### src/rtl/rv32imf_writeback_arbiter.sv
// Register-file writeback arbiter for the RV32IMF core.
// Port B carries LSU load data. Port A carries ALU results first, then either a
// MUL/DIV result or the head of a small FPU result FIFO, round-robin between those two.
// Any write that targets the same address as a concurrent LSU write yields to the load.
module rv32imf_writeback_arbiter #(
    parameter int ADDR_WIDTH     = 6,
    parameter int DATA_WIDTH     = 32,
    parameter int FPU_FIFO_DEPTH = 2
) (
    input  logic                  clk,
    input  logic                  rst,
    input  logic                  alu_we_i,
    input  logic [ADDR_WIDTH-1:0] alu_waddr_i,
    input  logic [DATA_WIDTH-1:0] alu_wdata_i,
    input  logic                  lsu_we_i,
    input  logic [ADDR_WIDTH-1:0] lsu_waddr_i,
    input  logic [DATA_WIDTH-1:0] lsu_wdata_i,
    input  logic                  mul_valid_i,
    output logic                  mul_ready_o,
    input  logic [ADDR_WIDTH-1:0] mul_waddr_i,
    input  logic [DATA_WIDTH-1:0] mul_wdata_i,
    input  logic                  fpu_valid_i,
    output logic                  fpu_ready_o,
    input  logic [ADDR_WIDTH-1:0] fpu_waddr_i,
    input  logic [DATA_WIDTH-1:0] fpu_wdata_i,
    output logic [ADDR_WIDTH-1:0] waddr_a_o,
    output logic [DATA_WIDTH-1:0] wdata_a_o,
    output logic                  we_a_o,
    output logic [ADDR_WIDTH-1:0] waddr_b_o,
    output logic [DATA_WIDTH-1:0] wdata_b_o,
    output logic                  we_b_o,
    output logic                  alu_collision_o,
    output logic                  busy_o
);

    localparam int PTR_W = $clog2(FPU_FIFO_DEPTH);
    localparam int CNT_W = PTR_W + 1;

    // FPU result FIFO storage and bookkeeping
    logic [ADDR_WIDTH-1:0] fifo_addr_q [FPU_FIFO_DEPTH];
    logic [DATA_WIDTH-1:0] fifo_data_q [FPU_FIFO_DEPTH];
    logic [PTR_W-1:0]      wr_ptr_q, wr_ptr_d;
    logic [PTR_W-1:0]      rd_ptr_q, rd_ptr_d;
    logic [CNT_W-1:0]      count_q, count_d;

    // 1 = FPU was granted last, so MUL wins the next tie
    logic                  rr_fpu_last_q, rr_fpu_last_d;

    // Registered write ports
    logic [ADDR_WIDTH-1:0] waddr_a_q, waddr_a_d;
    logic [DATA_WIDTH-1:0] wdata_a_q, wdata_a_d;
    logic                  we_a_q, we_a_d;
    logic                  collision_q, collision_d;
    logic [ADDR_WIDTH-1:0] waddr_b_q;
    logic [DATA_WIDTH-1:0] wdata_b_q;
    logic                  we_b_q;

    logic                  head_valid, fifo_full;
    logic [ADDR_WIDTH-1:0] head_addr;
    logic [DATA_WIDTH-1:0] head_data;
    logic                  collide_alu, collide_mul, collide_head;
    logic                  mul_req, fpu_req, grant_mul, grant_fpu;
    logic                  fifo_push, fifo_pop;

    assign head_valid = (count_q != '0);
    assign fifo_full  = (count_q == CNT_W'(FPU_FIFO_DEPTH));
    assign head_addr  = fifo_addr_q[rd_ptr_q];
    assign head_data  = fifo_data_q[rd_ptr_q];

    // A load to a nonzero register always wins over any other write to that register
    assign collide_alu  = lsu_we_i && (alu_waddr_i == lsu_waddr_i) && (alu_waddr_i != '0);
    assign collide_mul  = lsu_we_i && (mul_waddr_i == lsu_waddr_i) && (mul_waddr_i != '0);
    assign collide_head = lsu_we_i && (head_addr == lsu_waddr_i) && (head_addr != '0);

    // Round-robin between MUL and FIFO head; a colliding source steps aside this cycle
    always_comb begin
        mul_req   = mul_valid_i & ~collide_mul;
        fpu_req   = head_valid & ~collide_head;
        grant_mul = mul_req & (~fpu_req | rr_fpu_last_q);
        grant_fpu = fpu_req & (~mul_req | ~rr_fpu_last_q);
    end

    assign mul_ready_o = mul_valid_i & ~alu_we_i & grant_mul & ~collide_mul;
    assign fifo_pop    = head_valid & ~alu_we_i & grant_fpu & ~collide_head;
    assign fifo_push   = fpu_valid_i & ~fifo_full;
    assign fpu_ready_o = ~fifo_full;
    assign busy_o      = head_valid | mul_valid_i;

    // Next-state for port A, the round-robin pointer and FIFO pointers
    always_comb begin
        waddr_a_d     = waddr_a_q;
        wdata_a_d     = wdata_a_q;
        we_a_d        = 1'b0;
        collision_d   = 1'b0;
        rr_fpu_last_d = rr_fpu_last_q;
        wr_ptr_d      = wr_ptr_q;
        rd_ptr_d      = rd_ptr_q;
        count_d       = count_q;

        if (alu_we_i) begin
            waddr_a_d   = alu_waddr_i;
            wdata_a_d   = alu_wdata_i;
            we_a_d      = ~collide_alu && (alu_waddr_i != '0);
            collision_d = collide_alu;
        end else if (mul_ready_o) begin
            waddr_a_d     = mul_waddr_i;
            wdata_a_d     = mul_wdata_i;
            we_a_d        = (mul_waddr_i != '0);
            rr_fpu_last_d = 1'b0;
        end else if (fifo_pop) begin
            waddr_a_d     = head_addr;
            wdata_a_d     = head_data;
            we_a_d        = (head_addr != '0);
            rr_fpu_last_d = 1'b1;
        end

        if (fifo_push) wr_ptr_d = wr_ptr_q + PTR_W'(1);
        if (fifo_pop)  rd_ptr_d = rd_ptr_q + PTR_W'(1);
        case ({fifo_push, fifo_pop})
            2'b10:   count_d = count_q + CNT_W'(1);
            2'b01:   count_d = count_q - CNT_W'(1);
            default: count_d = count_q;
        endcase
    end

    // State registers; reset flushes the FIFO and clears both write ports
    always_ff @(posedge clk or posedge rst) begin
        if (rst) begin
            waddr_a_q     <= '0;
            wdata_a_q     <= '0;
            we_a_q        <= 1'b0;
            collision_q   <= 1'b0;
            waddr_b_q     <= '0;
            wdata_b_q     <= '0;
            we_b_q        <= 1'b0;
            rr_fpu_last_q <= 1'b1;
            wr_ptr_q      <= '0;
            rd_ptr_q      <= '0;
            count_q       <= '0;
        end else begin
            waddr_a_q     <= waddr_a_d;
            wdata_a_q     <= wdata_a_d;
            we_a_q        <= we_a_d;
            collision_q   <= collision_d;
            waddr_b_q     <= lsu_waddr_i;
            wdata_b_q     <= lsu_wdata_i;
            we_b_q        <= lsu_we_i && (lsu_waddr_i != '0);
            rr_fpu_last_q <= rr_fpu_last_d;
            wr_ptr_q      <= wr_ptr_d;
            rd_ptr_q      <= rd_ptr_d;
            count_q       <= count_d;
        end
    end

    // FIFO payload storage; contents are don't-care while the count says empty
    always_ff @(posedge clk) begin
        if (fifo_push) begin
            fifo_addr_q[wr_ptr_q] <= fpu_waddr_i;
            fifo_data_q[wr_ptr_q] <= fpu_wdata_i;
        end
    end

    assign waddr_a_o       = waddr_a_q;
    assign wdata_a_o       = wdata_a_q;
    assign we_a_o          = we_a_q;
    assign alu_collision_o = collision_q;
    assign waddr_b_o       = waddr_b_q;
    assign wdata_b_o       = wdata_b_q;
    assign we_b_o          = we_b_q;

endmodule

### config.mk
export PLATFORM = sky130hd
export DESIGN_NAME = rv32imf_writeback_arbiter
export DESIGN_NICKNAME = d
export VERILOG_FILES = /design/src/rtl/rv32imf_writeback_arbiter.sv
export SDC_FILE = /design/constraint.sdc
export NUM_CORES = 1
export LEC_CHECK = 0
export ABC_AREA = 1
export BUFFER_PORTS_ARGS = -buffer_cell sky130_fd_sc_hd__clkbuf_2
export CAP_MARGIN = 20
export CORE_MARGIN = 2
export CORE_UTILIZATION = 42
export DETAILED_ROUTE_END_ITERATION = 8
export PLACE_DENSITY = 0.8
export SYNTH_ARGS = -nofsm -noshare
export SYNTH_HDL_FRONTEND = slang
export SYNTH_SLANG_ARGS = --single-unit
### constraint.sdc
create_clock -name clk -period 2.5 [get_ports clk]
set_input_delay 0.125 -clock clk [delete_from_list [all_inputs] [get_ports clk]]
set_output_delay 0.125 -clock clk [all_outputs]
set_load 0.005 [all_outputs]
; After elaboration in Yosys (flattened, before gate mapping)
; Memory sizes are Yosys's and may differ from the RTL's.
; Index checks and enable logic that the tools add are counted.
[totals]
ramBits = 76
mem_count = 2
regBits = 84
out_inout_bits = 82
[op_classes]
muxes = 15
eq_ne = 6
addsub = 4
n_bitwise = 22
reduce_logical = 17
[mem_list]
columns = name, depth, word_bits, read_ports, rd_ports_with_merged_regs, write_ports, line
row1 = fifo_data_q, 2, 32, 1, 0, 1, 41  ; logic [DATA_WIDTH-1:0] fifo_data_q [FPU_FIFO_DEPTH];
row2 = fifo_addr_q, 2, 6, 1, 0, 1, 40  ; logic [ADDR_WIDTH-1:0] fifo_addr_q [FPU_FIFO_DEPTH];
[ops]
columns = op, count
row1 = $mux W32, 3
row2 = $reduce_bool A6 Y1, 4
row3 = $eq A6 B6 Y1, 3
row4 = $mux W6, 3
row5 = $and A1 B1 Y1, 11
row6 = $logic_and A1 B1 Y1, 8
row7 = $mux W1, 8
row8 = $not A1 Y1, 8
row9 = $reduce_bool A2 Y1, 3
row10 = $eq A2 B2 Y1 const B, 2
row11 = $pmux W2 S2, 1
row12 = $or A1 B1 Y1, 3
row13 = $reduce_bool A3 Y1, 1
row14 = $add A1 B1 Y1 const B, 2
row15 = $add A2 B1 Y2 const B, 1
row16 = $eq A2 B1 Y1 const B, 1
row17 = $reduce_and A2 Y1, 1
row18 = $sub A2 B1 Y2 const B, 1

; Longest topological paths before layout
; Gate-level depths: netlist of the first run.
[depth]
word_depth = 13
ltp_mapped = 17
depth_no_buf = 16

; Least setup slack after synthesis of the first run
; No wires, ideal clock.
[synth_path]
path_type = register -> register
startpoint = register count_q[0]
endpoint = memory fifo_addr_q[1][0], enable pin
n_path_buf = 0
path_stages_with_launch = 5
synth_period_minus_slack_ps = 2695
setup_slack_ps = -195
t_required_ps = 2065
arrival_time_ps = 2261
path_cell_list = dfrtp_1 > inv_1 > nand2_1 > nand2_1 > nor2_1
[synth_between]
elab_chain_cells = 5
[synth_lines]
columns = item, line
row1 = start: declaration, 44  ; logic [CNT_W-1:0] count_q, count_d;
row2 = start signal: assignment, 151  ; count_q <= count_d;
row3 = $eq A2 B2 Y1, 66  ; assign fifo_full = (count_q == CNT_W'(FPU_FIFO_DEPTH));
row4 = $not A1 Y1, -
row5 = named net fpu_ready_o, 23  ; output logic fpu_ready_o,
row6 = $and A1 B1 Y1, 85  ; assign fifo_push = fpu_valid_i & ~fifo_full;
row7 = $mux W1, 157  ; if (fifo_push) begin
row8 = $mux W1 (implied by the code), 158  ; fifo_addr_q[wr_ptr_q] <= fpu_waddr_i;
row9 = end: declaration, 40
; The timed path passes the listed nets, and every way through them passes these cells.

; Final worst setup path of the first run
[layout_path]
startpoint = register rd_ptr_q
endpoint = output mul_ready_o
[layout_between]
elab_chain_cells = 11
[layout_lines]
columns = item, line
row1 = start: declaration, 43  ; logic [PTR_W-1:0] rd_ptr_q, rd_ptr_d;
row2 = start signal: assignment, 150  ; rd_ptr_q <= rd_ptr_d;
row3 = $mem_v2 Z2 W6 *, -
row4 = $eq A6 B6 Y1, 73  ; assign collide_head = lsu_we_i && (head_addr == lsu_waddr_i) && (head_addr != '0);
row5 = $logic_and A1 B1 Y1, 73
row6 = $logic_and A1 B1 Y1 *, 73
row7 = $not A1 Y1 *, 78  ; fpu_req = head_valid & ~collide_head;
row8 = $and A1 B1 Y1 *, 78
row9 = $not A1 Y1 *, 79  ; grant_mul = mul_req & (~fpu_req | rr_fpu_last_q);
row10 = $or A1 B1 Y1 *, 79
row11 = $and A1 B1 Y1 *, 79
row12 = $and A1 B1 Y1 * (2 in a row), 83  ; assign mul_ready_o = mul_valid_i & ~alu_we_i & grant_mul & ~collide_mul;
row13 = end: declaration, 19  ; output logic mul_ready_o,
; Mark *: on every way between the ends. The rest lies on a longest branch, timed or not.

==> reports/qor.txt, run 1 <==
Slew headroom: 64.5%
Post-Synthesis Cells: 726
Worst-Skew Late Latency: 0.42 ns
sequential area share after synthesis: 63.3%
crit share post-route: 94.3%
syn_nets: 885
Slew @ Worst Pin: 0.532 ns
largest fanout on the critical path: 10
CP Launch Type: flip-flop
total gr overflow: 0
dpl cells: 1169
EDFF count, synth: 76
global-route wire length before repair: 32600 um
Crit path required time: 2.38 ns
critical-path cell list: buf_2 > nand2_1 > nand2_1 > nand2_1 > nand3_1 > nor2_2 > nand3_2 > nand3_4 > nand2_8 > inv_8 > buf_4 > clkbuf_2
synthesized cell area: 6920 sq um
#FFs+latches synth: 160
Worst path slowest cell: dfrtp_2
Num Clock Sinks: 160
die area: 17500 sq um
Max-Cap Viols: 0
Endpoint, Worst Hold: wdata_a_o[13]
Yosys warning count: 0
cells taking the most area after synthesis: edfxtp_1 33%, dfrtp_1 30%, nand2_1 13%, nand3_1 5.9%, inv_1 3.7%
clock slew at reported path FFs: 0.06 ns
# diodes: 0
cells on worst reg2reg path: 13
Commonest cells post-synth: 236 x nand2_1, 83 x dfrtp_1, 81 x nand3_1
via/cell ratio: 4.81
NumNets Final: 1240
core area: 16000 sq um
kind of critical path: reg2out
via count: 6302
Avg Cell Area, Syn: 9.54 sq um
layout cell share with drive strength beyond 1: 29.2%
highest ir drop seen on vdd: 519 uV
DRT Wirelength: 20100 um
Hold Path Stages: 5
clock power share: 28.4%
worst hold start: alu_wdata_i[13]
clk root buf: clkbuf_16
initial antenna violation count: 0
clock skew: 0.00753 ns
Post-DRT Antenna Nets: 0
H-tree levels: 4
Initial Utilization: 43.3%
CTS tree: built
CTS buffer count: 17
Async S/R FF share, synth: 52.5%
Net Sw Frac: 33.7%
Final Max Tran Viols: 0
NetSw: 3090 uW
status: completed
Final GP Congestion: 0.931
overall power: 9190 uW
detailed placement HPWL: 13400 um
drt first pass iters: 8
DRC viols: 0
Die Y: 132 um
most frequent cell after synthesis: nand2_1
Reg-to-Reg End: waddr_a_o[5]
Lkg Pwr: 0.00495 uW
Hold Violations, Final: 0
area added between synthesis and finish: 45.6%
Netlist cell types: 36
Critical Path AT: 2.23 ns
final worst path period need: 2.36 ns
Comb power frac: 30.9%
vias in the first global route: 6473
CP peak stage delay: 0.46 ns
Flop pwr share: 40.7%
I/O Buffers: 239
Reg2Reg Launch Point: rd_ptr_q
Highest Clock Rate: 0.424 GHz
largest net degree at the start of global routing: 46
CP Capture Type: primary output
R2R Setup Slk: 0.18 ns
Hold Crit Class: in2reg
Int Pwr: 6100 uW
Clock Path Buffers: 2
width of the die: 132 um
Post-Layout Cell Count: 1310
pwr/cell area: 911 nW/um^2
gr usage total: 23.8%
number of DRC markers in iteration 0: 474
Synth Flop Type: dfrtp_1
cell row count: 46
Synth area leader: edfxtp_1
I/O Pins: 240
Yosys top cell area share: 33.0%
CP most frequent cell: nand2_1
drt wl/cell: 15.4 um
final setup fails: 0
## worst max path at each step
stage             start               to  slack (ns)  cells after the start
2_1_floorplan       rst  alu_collision_o        0.21                      1
3_3_place_gp   rd_ptr_q    wdata_a_o[17]        0.26                     16
3_5_place_dp   rd_ptr_q    wdata_a_o[13]        0.14                     16
4_1_cts        rd_ptr_q      mul_ready_o        0.05                     13
5_1_grt        rd_ptr_q      mul_ready_o      -0.009                     12
6_report       rd_ptr_q      mul_ready_o        0.14                     12
## cells in the final DEF, fill, tap and decap left out, drive strengths merged
master         n
clkbuf       259
a211oi         1
clkinv         3
ha             1
or4            1
nand3         84
nor2          52
nor3           1
edfxtp        76
nand4          2
dfstp          1
xnor2          4
dfrtp         83
o31ai          2
o21ai         51
or2            3
clkinvlp       2
a21oi         11
a21boi         1
o211ai         1
o22ai          2
nand2        241
buf           27
bufinv         1
inv           78
dlygate4sd3  103
o2111ai        1
xor2           2
## registers in the layout (all words and copies together), names as in the netlist, 2 cells and up
name         count
wdata_a_o       32
wdata_b_o       32
waddr_b_o        6
fifo_data_q     64
fifo_addr_q     12
count_q          2
waddr_a_o        6
## power groups by stage
| stage | logic [uW] | registers (uW) | clock network, uW |
|---|---|---|---|
| 5_1_grt | 3200 | 3790 | 2780 |
| 3_5_place_dp | 2600 | 3780 | 0 |
| 6_report | 2840 | 3740 | 2610 |
| 3_3_place_gp | 2530 | 3760 | 0 |
| 4_1_cts | 2770 | 3740 | 2670 |
| 2_1_floorplan | 1580 | 3750 | 0 |
## kinds of logic after synthesis
| group | count (synthesis) | share of synthesized area [%] |
|---|---|---|
| simple gates | 384 | 23.3 |
| flops | 160 | 63.3 |
| buf+inv | 105 | 7.08 |
| compound gates | 70 | 5.33 |
| xor+xnor | 6 | 0.759 |
| fa+ha+maj | 1 | 0.181 |
## routing by layer
layer  global-route usage (%)  vias up  part of all wire [%]
met3                     5.15       50                   5.9
met1                     28.0     2930                    40
met2                     41.8      256                    51
met5                        0        -                     0
li1                         -     3066                     -
met4                     10.6        0                   3.1
## metrics by stage
step / hold slack, ns / setup TNS [ns] / setup WS, ns / util [%] / area [sq um]
final: 0.00957 / 0 / 0.142 / 63.0 / 10100
after global routing: 0.0249 / -0.0151 / -0.00938 / 63.0 / 10100
after CTS: 0.000324 / 0 / 0.0535 / 62.7 / 10000
after detailed placement: 0.198 / 0 / 0.145 / 52.3 / 8370
after global placement: 0.187 / 0 / 0.260 / 52.3 / 8370
after floorplan: 0.156 / 0 / 0.212 / - / 6930
## worst max-delay path: cells and delay by family (launching register included)
kind | cells | cell delay [ns]
buffers and inverters | 4 | 0.52
and+or+nand+nor | 8 | 0.83
DFF | 1 | 0.46
## area by class of cell
cell class                      count  area, sq um
Tap cell                          216          270
Clock buffer                       20          489
Inverter                           71          277
Fill cell                        1290         5920
Sequential cell                   160         4390
Clock inverter                     12          114
Timing Repair inverter              1         7.51
Multi-Input combinational cell    461         2080
Timing Repair Buffer              369         2460
## repair_timing
| action | CTS | global route |
|---|---|---|
| endpoints found under the hold margin | 179 | 0 |
| hold buffers | 103 | 0 |
| setup buffers | 2 | 3 |
| gates resized for setup | 5 | 6 |
| endpoints found under the setup margin | 1 | 39 |
| cloned | 1 | 0 |
Note: power is estimated with default switching activity, not from simulation.
==> run 2, diff against run 1 <==
--- a/config.mk
+++ b/config.mk
@@ -5,13 +5,13 @@
 export SDC_FILE = /design/constraint.sdc
 export NUM_CORES = 1
 export LEC_CHECK = 0
-export ABC_AREA = 1
 export BUFFER_PORTS_ARGS = -buffer_cell sky130_fd_sc_hd__clkbuf_2
 export CAP_MARGIN = 20
 export CORE_MARGIN = 2
 export CORE_UTILIZATION = 42
 export DETAILED_ROUTE_END_ITERATION = 8
-export PLACE_DENSITY = 0.8
+export GPL_ROUTABILITY_DRIVEN = 1
+export PLACE_DENSITY = 0.81
 export SYNTH_ARGS = -nofsm -noshare
 export SYNTH_HDL_FRONTEND = slang
 export SYNTH_SLANG_ARGS = --single-unit
==> run 2 against run 1 <==
Against the previous run:
- global-route usage rose by 0.15 points
- via count fell by 18%
- worst setup slack got worse by 0.34 ns
- the run now ends with setup timing left
- critical endpoint is now wdata_a_o[11]
- critical path type is now reg2reg
- critical path depth fell by 2
- routed wire length fell by 7.7%
- register-to-register slack got worse by 0.38 ns
- first-iteration DRC count fell by 44%
- clock skew rose by 0.0023 ns
==> reports/qor.txt, run 2 <==
cell row count: 44
drt first pass iters: 4
Reg2Reg Launch Point: fifo_addr_q[0][5]
commonest non-fill, non-tap cell in the layout: clkbuf_2
Crit path required time: 2.78 ns
most frequent cells in the layout: 239 x clkbuf_2, 118 x dlygate4sd3_1, 82 x dfrtp_1
Max-Cap Viols: 0
clock skew: 0.00981 ns
global-route wire length before repair: 29300 um
EDFF count, synth: 76
most frequent cell after synthesis: dfrtp_1
CP Launch Type: flip-flop
largest net degree at the start of global routing: 47
clk root buf: clkbuf_16
Netlist cell types: 40
sequential cell area: 4390 sq um
cells taking the most area after synthesis: edfxtp_1 37%, dfrtp_1 34%, a22oi_1 5.6%, mux2_2 4.2%, xnor2_1 2.6%
Top reg by flops: fifo_data_q
Critical Path AT: 2.97 ns
total gr overflow: 0
CTS buffer count: 17
Reg-to-Reg End: wdata_a_o[11]
core area: 14500 sq um
number of DRC markers in iteration 0: 267
kind of critical path: reg2reg
RSZ-0062 raised after global routing: yes
die area: 15700 sq um
Async S/R FF share, synth: 52.5%
max FFs per register: 64
# diodes: 0
Post-Layout Cell Count: 981
sequential area share after synthesis: 71.0%
pre-CTS WS: -0.188 ns
I/O Buffers: 239
area added between synthesis and finish: 59.0%
drt wl/cell: 19.0 um
Final Max Tran Viols: 0
status: complete, but fails checks
final setup fails: 33
post-route setup slack: -0.197 ns
violated checks: setup timing
worst hold start: mul_wdata_i[8]
dpl cells: 816
Hold Crit Class: in2reg
Highest Clock Rate: 0.371 GHz
syn_nets: 559
Hold Violations, Final: 0
area of the multi-input gates: 1850 sq um
Post-DRT Antenna Nets: 0
clock slew at reported path FFs: 0.06 ns
Slew @ Worst Pin: 0.729 ns
I/O Pins: 240
pwr/cell area: 892 nW/um^2
Lkg Pwr: 0.00425 uW
Commonest cells post-synth: 83 x dfrtp_1, 76 x edfxtp_1, 46 x a22oi_1
gr usage total: 24.0%
CP Capture Type: flip-flop
Initial Utilization: 42.7%
detailed placement HPWL: 11100 um
final worst path period need: 2.70 ns
Yosys warning count: 0
Slew headroom: 51.3%
Final GP Congestion: 0.855
Num Clock Sinks: 160
cells on worst reg2reg path: 10
Synth Flop Type: dfrtp_1
highest ir drop seen on vdd: 507 uV
largest fanout on the critical path: 10
crit share post-route: 108%
NumNets Final: 943
DRC viols: 0
R2R Setup Slk: -0.20 ns
Hold Path Stages: 3
Worst-Skew Late Latency: 0.42 ns
synthesized cell area: 6180 sq um
Synth area leader: edfxtp_1
Endpoint, Worst Hold: wdata_a_o[8]
Die Y: 125 um
via/cell ratio: 5.28
Post-Synthesis Cells: 400
via count: 5180
Fillers: 939
Clock Path Buffers: 2
overall power: 8760 uW
Avg Cell Area, Syn: 15.5 sq um
DRT Wirelength: 18600 um
CTS tree: built
Yosys top cell area share: 36.9%
#FFs+latches synth: 160
layout cell share with drive strength beyond 1: 45.9%
vias in the first global route: 5804
initial antenna violation count: 0
H-tree levels: 4
width of the die: 125 um
==> run 2: cell types whose count changed in the layout (fill, tap and decap cells not counted), moves of 14 or more <==
cell,previous run,this run
o21ai_0,35,10
nor2_1,47,7
a22oi_1,0,24
xnor2_1,4,18
mux2_2,0,23
a22oi_2,0,22
nand3_1,81,2
dlygate4sd3_1,103,118
nand2_1,236,1
inv_1,67,1
==> run 2: repair_timing <==
item                                   in CTS  in global routing
gates cloned                                2                  0
pin swaps                                   5                  8
setup endpoints to repair                  41                 43
setup buffers                              11                  3
endpoints found under the hold margin     184                  0
hold buffers                              118                  0
gates resized for setup                    34                 18
==> run 2: layout make-up <==
class	count	area share, %
Clock buffer	22	5.26
Clock inverter	10	0.955
Inverter	4	0.242
Multi-Input combinational cell	213	18.8
Sequential cell	160	44.6
Tap cell	184	2.34
Timing Repair Buffer	388	27.7
==> run 2: cell families (layout without fill, tap and decap cells) <==
kind of cell | Yosys count | after routing | synth area share, %
AOI/OAI and AO/OA | 109 | 109 | 12.9
and+or+nand+nor | 42 | 42 | 4.03
xor gates and xnor gates | 23 | 23 | 3.26
adders and majority gates | 1 | 1 | 0.202
DFF | 160 | 160 | 71.0
buffers and inverters | 27 | 424 | 2.02
muxes | 38 | 38 | 6.62
==> run 2: where the power goes <==
| group | switching, uW | internal, uW | total (uW) |
|---|---|---|---|
| Combinational | 1240 | 1210 | 2460 |
| Clock | 1030 | 1580 | 2610 |
| Sequential | 302 | 3400 | 3700 |
| Total | 2580 | 6180 | 8760 |
==> run 2: how the worst max path moves through the flow <==
| stage | cells past startpoint | end | from | slack, ns |
|---|---|---|---|---|
| after floorplan | 10 | count_q[1] | fifo_addr_q[0][2] | -0.24 |
| after CTS | 8 | mul_ready_o | fifo_addr_q[0][5] | -0.31 |
| after global routing | 10 | wdata_a_o[11] | fifo_addr_q[0][3] | -0.27 |
| after detailed placement | 8 | count_q[1] | fifo_addr_q[0][2] | -0.19 |
| after global placement | 8 | count_q[1] | fifo_addr_q[0][2] | -0.06 |
| final | 10 | wdata_a_o[11] | fifo_addr_q[0][5] | -0.20 |
==> run 2: worst max-delay path, stage by stage (launching register included) <==
cell and delay [ns]:
edfxtp_1 0.38, or4_4 0.56, o41ai_4 0.24, and4b_1 0.27, buf_6 0.13, o31ai_4 0.24, inv_4 0.08, buf_12 0.14
buf_4 0.19, a22oi_2 0.20, o21ai_0 0.12
==> run 2: routing by layer <==
metal | vias up | GRT usage (%) | part of all wire [%]
met2 | 262 | 42.6 | 53
met5 | - | 0 | 0
met4 | 0 | 11.8 | 3.4
li1 | 2319 | - | -
met1 | 2545 | 26.4 | 38
met3 | 54 | 6.59 | 6.2
==> run 2: stage by stage <==
step,area (sq um),util [%],hold WS (ns),setup TNS [ns]
after floorplan,6200,-,0.156,-8.43
after global placement,7710,53.3,0.220,-0.0630
after detailed placement,7710,53.3,0.235,-3.74
after CTS,9740,67.3,0.00120,-9.21
after global routing,9830,67.9,0.00573,-6.96
final,9830,67.9,0.00422,-3.58
